==> src/rtl/receptor_ascii_torreta.sv <==
// Serial receiver for turret telemetry frames "CDU,CDU#": 7 data bits, even parity, 2 stop bits.
// Decodes angle and distance into BCD digits, reports a valid frame with pronto and rejects with erro.
module receptor_ascii_torreta #(
    parameter int CICLOS_BIT = 434,
    parameter int N_CICLOS   = 9
) (
    input  logic       clock,
    input  logic       reset,
    input  logic       entrada_serial,
    output logic [3:0] centena_angulo,
    output logic [3:0] dezena_angulo,
    output logic [3:0] unidade_angulo,
    output logic [3:0] centena,
    output logic [3:0] dezena,
    output logic [3:0] unidade,
    output logic       pronto,
    output logic       erro,
    output logic [3:0] db_estado
);

    // estado   | meaning
    // INICIAL  | idle, waiting for a falling edge on the line
    // START    | timing to the middle of the start bit
    // DADOS    | sampling the 7 data bits, LSB first
    // PARIDADE | sampling the even-parity bit
    // STOP1    | sampling the first stop bit
    // STOP2    | sampling the second stop bit, character complete
    typedef enum logic [3:0] {
        INICIAL  = 4'd0,
        START    = 4'd1,
        DADOS    = 4'd2,
        PARIDADE = 4'd3,
        STOP1    = 4'd4,
        STOP2    = 4'd5
    } estado_t;

    localparam logic [N_CICLOS-1:0] MEIO_BIT  = N_CICLOS'(CICLOS_BIT / 2 - 1);
    localparam logic [N_CICLOS-1:0] BIT_CHEIO = N_CICLOS'(CICLOS_BIT - 1);

    estado_t             estado, proximo;
    logic                sinc_a, sinc_b, linha_ant;
    logic                borda_desc, amostra;
    logic                carrega_meio, char_fim;
    logic [N_CICLOS-1:0] timer;
    logic [2:0]          cont_bits;
    logic [6:0]          dado;
    logic                erro_char;
    logic                char_ok, char_err;
    logic [2:0]          indice;
    logic                formato_ok;
    logic [3:0]          est_ca, est_da, est_ua, est_c, est_d, est_u;

    assign borda_desc = linha_ant & ~sinc_b;
    assign amostra    = (timer == '0);

    always_ff @(posedge clock) begin
        if (!reset) estado <= INICIAL;
        else        estado <= proximo;
    end

    always_comb begin
        proximo = estado;
        unique case (estado)
            INICIAL:  if (borda_desc) proximo = START;
            START:    if (amostra) proximo = sinc_b ? INICIAL : DADOS;
            DADOS:    if (amostra && cont_bits == 3'd6) proximo = PARIDADE;
            PARIDADE: if (amostra) proximo = STOP1;
            STOP1:    if (amostra) proximo = STOP2;
            STOP2:    if (amostra) proximo = INICIAL;
            default:  proximo = INICIAL;
        endcase
    end

    always_comb begin
        carrega_meio = (estado == INICIAL) && borda_desc;
        char_fim     = (estado == STOP2) && amostra;
        db_estado    = estado;
    end

    assign char_ok  = char_fim && !erro_char && sinc_b;
    assign char_err = char_fim && !char_ok;

    // Character datapath: synchronizer, bit timer, shift register and error flag.
    always_ff @(posedge clock) begin
        if (!reset) begin
            sinc_a    <= 1'b1;
            sinc_b    <= 1'b1;
            linha_ant <= 1'b1;
            timer     <= '0;
            cont_bits <= '0;
            dado      <= '0;
            erro_char <= 1'b0;
        end else begin
            sinc_a    <= entrada_serial;
            sinc_b    <= sinc_a;
            linha_ant <= sinc_b;
            if (carrega_meio)
                timer <= MEIO_BIT;
            else if (estado != INICIAL)
                timer <= amostra ? BIT_CHEIO : timer - 1'b1;
            if (estado == START)
                cont_bits <= '0;
            else if (estado == DADOS && amostra)
                cont_bits <= cont_bits + 3'd1;
            if (estado == DADOS && amostra)
                dado <= {sinc_b, dado[6:1]};
            if (estado == START)
                erro_char <= 1'b0;
            else if (estado == PARIDADE && amostra)
                erro_char <= ^{dado, sinc_b};
            else if (estado == STOP1 && amostra && !sinc_b)
                erro_char <= 1'b1;
        end
    end

    always_comb begin
        formato_ok = (dado >= 7'h30) && (dado <= 7'h39);
        if (indice == 3'd3)      formato_ok = (dado == 7'h2C);
        else if (indice == 3'd7) formato_ok = (dado == 7'h23);
    end

    // Frame parser: digits are staged and only copied out once the '#' arrives.
    always_ff @(posedge clock) begin
        if (!reset) begin
            indice         <= '0;
            est_ca         <= '0;
            est_da         <= '0;
            est_ua         <= '0;
            est_c          <= '0;
            est_d          <= '0;
            est_u          <= '0;
            centena_angulo <= '0;
            dezena_angulo  <= '0;
            unidade_angulo <= '0;
            centena        <= '0;
            dezena         <= '0;
            unidade        <= '0;
            pronto         <= 1'b0;
            erro           <= 1'b0;
        end else begin
            pronto <= 1'b0;
            erro   <= 1'b0;
            if (char_err) begin
                erro   <= 1'b1;
                indice <= '0;
            end else if (char_ok) begin
                if (!formato_ok) begin
                    erro   <= 1'b1;
                    indice <= '0;
                end else if (indice == 3'd7) begin
                    centena_angulo <= est_ca;
                    dezena_angulo  <= est_da;
                    unidade_angulo <= est_ua;
                    centena        <= est_c;
                    dezena         <= est_d;
                    unidade        <= est_u;
                    pronto         <= 1'b1;
                    indice         <= '0;
                end else begin
                    unique case (indice)
                        3'd0:    est_ca <= dado[3:0];
                        3'd1:    est_da <= dado[3:0];
                        3'd2:    est_ua <= dado[3:0];
                        3'd4:    est_c  <= dado[3:0];
                        3'd5:    est_d  <= dado[3:0];
                        3'd6:    est_u  <= dado[3:0];
                        default: ;
                    endcase
                    indice <= indice + 3'd1;
                end
            end
        end
    end

endmodule

==> config.mk <==
export PLATFORM = sky130hd
export DESIGN_NAME = receptor_ascii_torreta
export DESIGN_NICKNAME = d
export VERILOG_FILES = /design/src/rtl/receptor_ascii_torreta.sv
export SDC_FILE = /design/constraint.sdc
export NUM_CORES = 1
export LEC_CHECK = 0
export CORE_UTILIZATION = 55
export DETAILED_ROUTE_END_ITERATION = 10
export HOLD_SLACK_MARGIN = 0.02
export PLACE_DENSITY = 0.83
export SYNTH_ARGS = -nofsm -noshare
export SYNTH_HDL_FRONTEND = slang
export SYNTH_SLANG_ARGS = --single-unit
==> constraint.sdc <==
create_clock -name clock -period 5.63 [get_ports clock]
set_input_delay 0.8445 -clock clock [delete_from_list [all_inputs] [get_ports clock]]
set_output_delay 0.8445 -clock clock [all_outputs]
set_load 0.005 [all_outputs]
### Word level (Yosys, flattened, before mapping)

Index checks and enable logic that the tools add are counted.

| cells by class | value |
|---|---|
| add/sub/neg operators | 3 |
| $lt $le $gt $ge | 2 |
| equal/unequal tests | 21 |
| bitwise logic cells | 7 |
| muxes and demuxes | 21 |
| reductions and logical operators | 33 |

Operators by type and width:

| kind | number |
|---|---|
| AND reduction 5 bit | 6 |
| two-way mux 4 bit | 6 |
| one-hot mux 4 bit (6 select lines) | 1 |
| two-way mux 8 bit | 2 |
| equality test 3 bit, second input constant | 5 |
| equality test 7 x 6 -> 1 bit, second input constant | 2 |
| inequality test 2 bit, second input constant | 6 |
| logical AND 1 bit | 11 |
| zero test 9 bit | 1 |
| two-way mux 9 bit | 1 |
| subtractor 9 x 1 -> 9 bit, second input constant | 1 |
| equality test 4 x 2 -> 1 bit, second input constant | 2 |
| equality test 4 x 3 -> 1 bit, second input constant | 2 |
| two-way mux 1 bit | 8 |
| XOR reduction 8 bit | 1 |
| >= comparator 7 x 6 -> 1 bit, second input constant | 1 |
| <= comparator 7 x 6 -> 1 bit, second input constant | 1 |
| adder 3 x 1 -> 3 bit, second input constant | 2 |
| equality test 3 x 2 -> 1 bit, second input constant | 2 |
| two-way mux 3 bit | 2 |
| inverter 1 bit | 6 |
| AND reduction 6 bit | 1 |
| OR reduction 2 bit | 3 |
| equality test 4 x 1 -> 1 bit, second input constant | 1 |
| 10 further kinds | 13 |

| word-level totals | value |
|---|---|
| logic and storage cells | 111 |
| output and inout port bits | 30 |
| bits in registers | 80 |
| input bits | 3 |

### Longest topological paths before layout

| depth | value |
|---|---|
| depth in word-level cells | 8 |
| mapped depth | 9 |
| depth with buffers taken out | 7 |

### Worst setup path before layout

OpenSTA, ideal clock, no wires.

| path | value |
|---|---|
| kind | register -> register |
| start | register timer[0] |
| end | register pronto |
| library setup time | 0.079 ns |
| required time | 5.551 ns |
| cell stages (with the launch flop) | 10 |
| clock period less this slack | 2.495 ns |
| path slack | 3.135 ns |
| data arrival time | 2.415 ns |
| buffers on the path | 2 |
| cells stage by stage | dfxtp_1 > inv_1 > ha_1 > or4b_1 > or4_1 > buf_2 > nor2_4 > o2111ai_4 > buf_6 > a211oi_2 |

| on the way | value |
|---|---|
| cells in the longest elaborated chain, start to end | 7 |
| elaborated cells between the ends (all ways) | 8 |
| those cells by class | 1 x bitwise; 7 x reduce/logical |

RTL lines:

| what | RTL line | source |
|---|---|---|
| start: declaration | 44 | `logic [N_CICLOS-1:0] timer;` |
| start signal: assignment | 100 | `timer <= amostra ? BIT_CHEIO : timer - 1'b1;` |
| zero test 9 bit (*) | 54 | `assign amostra = (timer == '0);` |
| logical AND 1 bit (*) | 76 | `char_fim = (estado == STOP2) && amostra;` |
| logical AND 1 bit (2 in a row) | 80 | `assign char_ok = char_fim && !erro_char && sinc_b;` |
| zero test 1 bit | 81 | `assign char_err = char_fim && !char_ok;` |
| logical AND 1 bit | 81 |  |
| OR reduction 4 bit (no line) (*) | n/a |  |
| end signal: assignment | 138 | `pronto <= 1'b0;` |
| end signal: assignment | 141 | `pronto <= 1'b0;` |
| end signal: assignment | 157 | `pronto <= 1'b1;` |
| end: declaration | 16 | `output logic pronto,` |

Every way passes the cells marked *; elsewhere a longest branch is shown, timed or not.
A chain may end at the register's enable or synchronous reset.

### Final worst setup path

| path | value |
|---|---|
| start | register timer[0] |
| end | register centena[0] |

| on the way | value |
|---|---|
| cells in the longest elaborated chain, start to end | 8 |

RTL lines:

| what | RTL line | source |
|---|---|---|
| zero test 9 bit (*) | 54 |  |
| logical AND 1 bit (*) | 76 |  |
| logical AND 1 bit (2 in a row) | 80 |  |
| zero test 1 bit | 81 |  |
| logical AND 1 bit | 81 |  |
| inverter 1 bit (no line) | n/a |  |
| AND reduction 4 bit (no line) (*) | n/a |  |
| end signal: assignment | 154 | `centena <= est_c;` |
| end: declaration | 13 | `output logic [3:0] centena,` |

Marks and branches as above.

==> impl_results.rst <==
.. list-table::
   :header-rows: 1

   * - Metric
     - Value
   * - Maximum buffer depth of the clock tree
     - 2
   * - Required time at the worst-slack endpoint
     - 5.89 ns
   * - Share of cell area taken by muxes after synthesis
     - 15.7%
   * - Global placer's final weighted congestion
     - 0.834
   * - Synthesized-area fraction occupied by ao, oa, aoi and oai cells
     - 9.31%
   * - H-tree depth reported by CTS
     - 3
   * - Utilization of the core after routing
     - 67.0%
   * - Power share of the clock group
     - 33.7%
   * - Die area
     - 0.00668 sq mm
   * - Final setup violation count
     - 0
   * - Netlist area before placement
     - 0.00350 sq mm
   * - Sum of negative setup slack
     - 0 ns
   * - Maximum number of pins on one net before global-route repair
     - 66
   * - Net count of the mapped netlist
     - 388
   * - Vias in the first global route
     - 2432
   * - Total global routing overflow
     - 0
   * - IO Port Bufs
     - 31
   * - Fraction of layout cells with a size suffix above 1
     - 4.98%
   * - Sequential element share of the synthesized area
     - 45.2%
   * - Leakage
     - 1.81 nW
   * - Number of maximum-capacitance constraint violations
     - 0
   * - Cell area after layout
     - 0.00404 sq mm
   * - Crit-path slowest cell
     - sky130_fd_sc_hd__or4_1
   * - Internal power
     - 0.954 mW
   * - Total routed wirelength
     - 6910 um
   * - Number of warnings reported in the yosys synthesis log
     - 0
   * - Least-Margin Pin Slew
     - 1.13 ns
   * - Core area
     - 0.00603 sq mm
   * - Total power after layout
     - 1.40 mW
   * - Count of fill cells added during filler insertion
     - 478
   * - Final hold violation count
     - 0
   * - Sequential group share of total power
     - 45.5%
   * - Post-synthesis adder-cell area fraction
     - 5.01%
   * - Outcome
     - finished, final reports clean
   * - Delay contributed by the slowest stage of the critical path
     - 0.62 ns
   * - Std-Cell Rows
     - 28
   * - Crit end category
     - flop
   * - Dominant register cell in the synthesized netlist
     - sky130_fd_sc_hd__dfxtp_1
   * - # Post-CTS Setup Buffers
     - 0
   * - Number of antenna-violating nets in the routed design
     - 0
   * - Critical path launch point type
     - flop
   * - Unrepaired setup endpoints after global routing
     - no
   * - Vias per inst
     - 5.65
   * - Signed area change from the synthesized netlist to the final layout
     - 15.5%
   * - Top-level I/O count
     - 33
   * - Initial detailed-routing violation count
     - 273
   * - Initial antenna violation count
     - 0
   * - Count of nets after finishing
     - 414
   * - P per Cell Area
     - 346 mW/mm^2
   * - TritonRoute pass-1 iters
     - 4
   * - Final antenna diode count
     - 0
   * - Number of buffers added by the clock tree synthesis step
     - 9
   * - Post-CTS Hold Buffers
     - 0
   * - Sw Share
     - 31.6%
   * - Number of clock sinks seen by CTS
     - 79
   * - Critical path class
     - reg -> reg
   * - Proportion of register bits with asynchronous set or reset after synthesis
     - 0%
   * - Mean Syn Cell Area
     - 9.42 sq um
   * - Number of register bits inferred by synthesis
     - 79
   * - Detailed Place HPWL
     - 4660 um
   * - Area share of and/or/nand/nor cells after synthesis
     - 19.4%
   * - Dominant combinational cell family by area after synthesis
     - simple AND/OR/NAND/NOR gates
   * - Top fanout value on the critical path
     - 25
   * - Post-synthesis instance total
     - 371
   * - Share of the clock period used by the worst path
     - 54.8%
   * - Setup clock skew after layout
     - 0.0152 ns
   * - XOR/XNOR share of the synthesized area
     - 1.50%
   * - WL/cell
     - 14.5 um
   * - Max Clock Freq
     - 324 MHz
   * - Post-synth EDFFs
     - 0
   * - Insertion delay to the later sink of the worst-skew pair
     - 0.36 ns
   * - CTS clock-pin slew for the worst setup and hold paths
     - 0.08 ns
   * - Fraction of power consumed by combinational cells
     - 20.8%
   * - Die Height
     - 81.7 um
   * - Number of max-slew violations in the final report
     - 0
   * - CTS tree
     - built
   * - Initial Util
     - 58.0%
   * - Global-route wire length before repair
     - 11500 um
   * - Root Driver
     - sky130_fd_sc_hd__clkbuf_8
   * - Largest voltage drop on the vdd net
     - 0.000214 V
   * - Sw Pwr
     - 0.441 mW
   * - Routed via count
     - 2695
   * - Ordered cell list for the critical path
     - inv_1 > ha_1 > or4b_1 > or4_1 > nor2_4 > o2111ai_4 > mux2i_1
   * - Period minus WS final
     - 3.09 ns
   * - Tightest Hold Check Type
     - reg -> reg
   * - CTS resizes
     - 0
   * - Number of distinct library cell variants in the gate-level netlist after synthesis
     - 48
   * - Worst reg2reg setup slack
     - 2.54 ns
   * - Total track usage
     - 23.0%
   * - Number of design rule violations left after detail routing
     - 0
   * - Normalized max-slew margin
     - 24.9%
   * - Total placed instance area
     - 0.00382 sq mm
   * - Final hold slack
     - 0.420 ns
   * - Horizontal die dimension
     - 81.7 um
   * - Arrival time worst endpoint
     - 3.34 ns
## worst max-delay path: cells and delay by family (launching register included)
family | cells | cell delay, ns
flops | 1 | 0.35
fa+ha+maj | 1 | 0.19
compound gates | 1 | 0.60
buf+inv | 1 | 0.09
mux | 1 | 0.38
simple gates | 3 | 1.35
## synthesized netlist by cell type (2+ instances only)
cell	number	area share, %
sky130_fd_sc_hd__and3_1	4	0.72
sky130_fd_sc_hd__ha_1	14	5.0
sky130_fd_sc_hd__or3_1	3	0.54
sky130_fd_sc_hd__nor2_1	28	3.0
sky130_fd_sc_hd__dfxtp_1	79	45
sky130_fd_sc_hd__nor3_1	7	1.0
sky130_fd_sc_hd__nor4_1	2	0.36
sky130_fd_sc_hd__o2111ai_1	4	1.0
sky130_fd_sc_hd__nand4_1	3	0.54
sky130_fd_sc_hd__inv_1	12	1.3
sky130_fd_sc_hd__o21ai_0	3	0.43
sky130_fd_sc_hd__a21oi_1	13	1.9
sky130_fd_sc_hd__o21a_1	2	0.43
sky130_fd_sc_hd__nand2b_1	7	1.3
sky130_fd_sc_hd__nand2_1	66	7.1
sky130_fd_sc_hd__mux2i_1	55	16
sky130_fd_sc_hd__clkbuf_1	11	1.2
sky130_fd_sc_hd__nand3_1	4	0.57
sky130_fd_sc_hd__o211a_1	2	0.57
sky130_fd_sc_hd__o211ai_1	3	0.64
sky130_fd_sc_hd__xnor2_1	6	1.5
sky130_fd_sc_hd__buf_1	2	0.21
sky130_fd_sc_hd__or4_1	4	0.86
sky130_fd_sc_hd__o41ai_1	2	0.50
sky130_fd_sc_hd__a211oi_1	2	0.43
sky130_fd_sc_hd__nor2b_1	8	1.4
sky130_fd_sc_hd__buf_6	2	0.64
sky130_fd_sc_hd__nor3b_1	3	0.64
## metal layers
| layer | up-vias | part of all wire (%) | global-route usage [%] |
|---|---|---|---|
| met1 | 1273 | 48 | 30.2 |
| met4 | 0 | 1.9 | 9.82 |
| met2 | 62 | 47 | 36.1 |
| li1 | 1344 | - | - |
| met5 | - | 0 | 0 |
| met3 | 16 | 3.6 | 5.22 |
## flip-flops by register name, indices dropped and copies added, names as in the netlist, 3 cells and up
register and cells:
timer 9, dado 7, centena 4, centena_angulo 4, dezena 4, dezena_angulo 4
est_c 4, est_ca 4, est_d 4, est_da 4, est_u 4, est_ua 4
unidade 4, unidade_angulo 4, cont_bits 3, db_estado 3, indice 3
## cells in the final DEF (no fill, tap or decap), types with 4 or more instances in the layout
master / instances
sky130_fd_sc_hd__inv_1: 12
sky130_fd_sc_hd__o2111ai_1: 4
sky130_fd_sc_hd__clkbuf_8: 9
sky130_fd_sc_hd__dfxtp_1: 79
sky130_fd_sc_hd__xnor2_1: 6
sky130_fd_sc_hd__nand2_1: 66
sky130_fd_sc_hd__or4_1: 4
sky130_fd_sc_hd__nand3_1: 4
sky130_fd_sc_hd__clkdlybuf4s50_1: 30
sky130_fd_sc_hd__ha_1: 14
sky130_fd_sc_hd__nor2b_1: 8
sky130_fd_sc_hd__nor3_1: 7
sky130_fd_sc_hd__nand2b_1: 7
sky130_fd_sc_hd__a21oi_1: 13
sky130_fd_sc_hd__mux2i_1: 55
sky130_fd_sc_hd__and3_1: 4
sky130_fd_sc_hd__nor2_1: 28
## power by group through the flow
stage          combinational, mW  clock, mW  sequential, mW
3_3_place_gp               0.278          0           0.645
3_5_place_dp               0.282          0           0.646
2_1_floorplan              0.229          0           0.631
4_1_cts                    0.284      0.477           0.633
5_1_grt                    0.322      0.503           0.643
6_report                   0.290      0.470           0.635
## final timing paths
path | startpoint | to | depth (start not counted)
max | timer[0]$_SDFFE_PP0N_ | centena[0]$_SDFFE_PN0P_ | 7
min | sinc_a$_SDFF_PN1_ | sinc_b$_SDFF_PN1_ | 1
max reg2reg | timer[0]$_SDFFE_PP0N_ | centena[0]$_SDFFE_PN0P_ | 7
min reg2reg | sinc_a$_SDFF_PN1_ | sinc_b$_SDFF_PN1_ | 1
## cell type report
| cell class | instances | area, sq um | area share (%) |
|---|---|---|---|
| repair buffers | 32 | 313 | 7.74 |
| inverters | 12 | 45.0 | 1.12 |
| clock inverters | 6 | 92.6 | 2.29 |
| well taps | 75 | 93.8 | 2.32 |
| multi-input cells | 263 | 1790 | 44.2 |
| clock buffers | 10 | 128 | 3.16 |
| flip-flops and latches | 79 | 1580 | 39.2 |
## cell families (layout without fill, tap and decap cells)
logic type               count (synthesis)  after routing
adder cells (fa/ha/maj)                 14             14
other                                    1              1
XOR/XNOR                                 6              6
multiplexers                            55             55
AO/OA/AOI/OAI                           43             43
flip-flops                              79             79
AND/OR/NAND/NOR                        144            144
buffers and inverters                   29             60
## metrics by stage
| step | setup WS (ns) | instances |
|---|---|---|
| after floorplan | 3.14 | 371 |
| after global placement | 2.67 | 461 |
| after detailed placement | 2.57 | 461 |
| after CTS | 2.54 | 477 |
| after global routing | 2.38 | 477 |
| final | 2.54 | 477 |
Power figures use the tool's default switching activity.
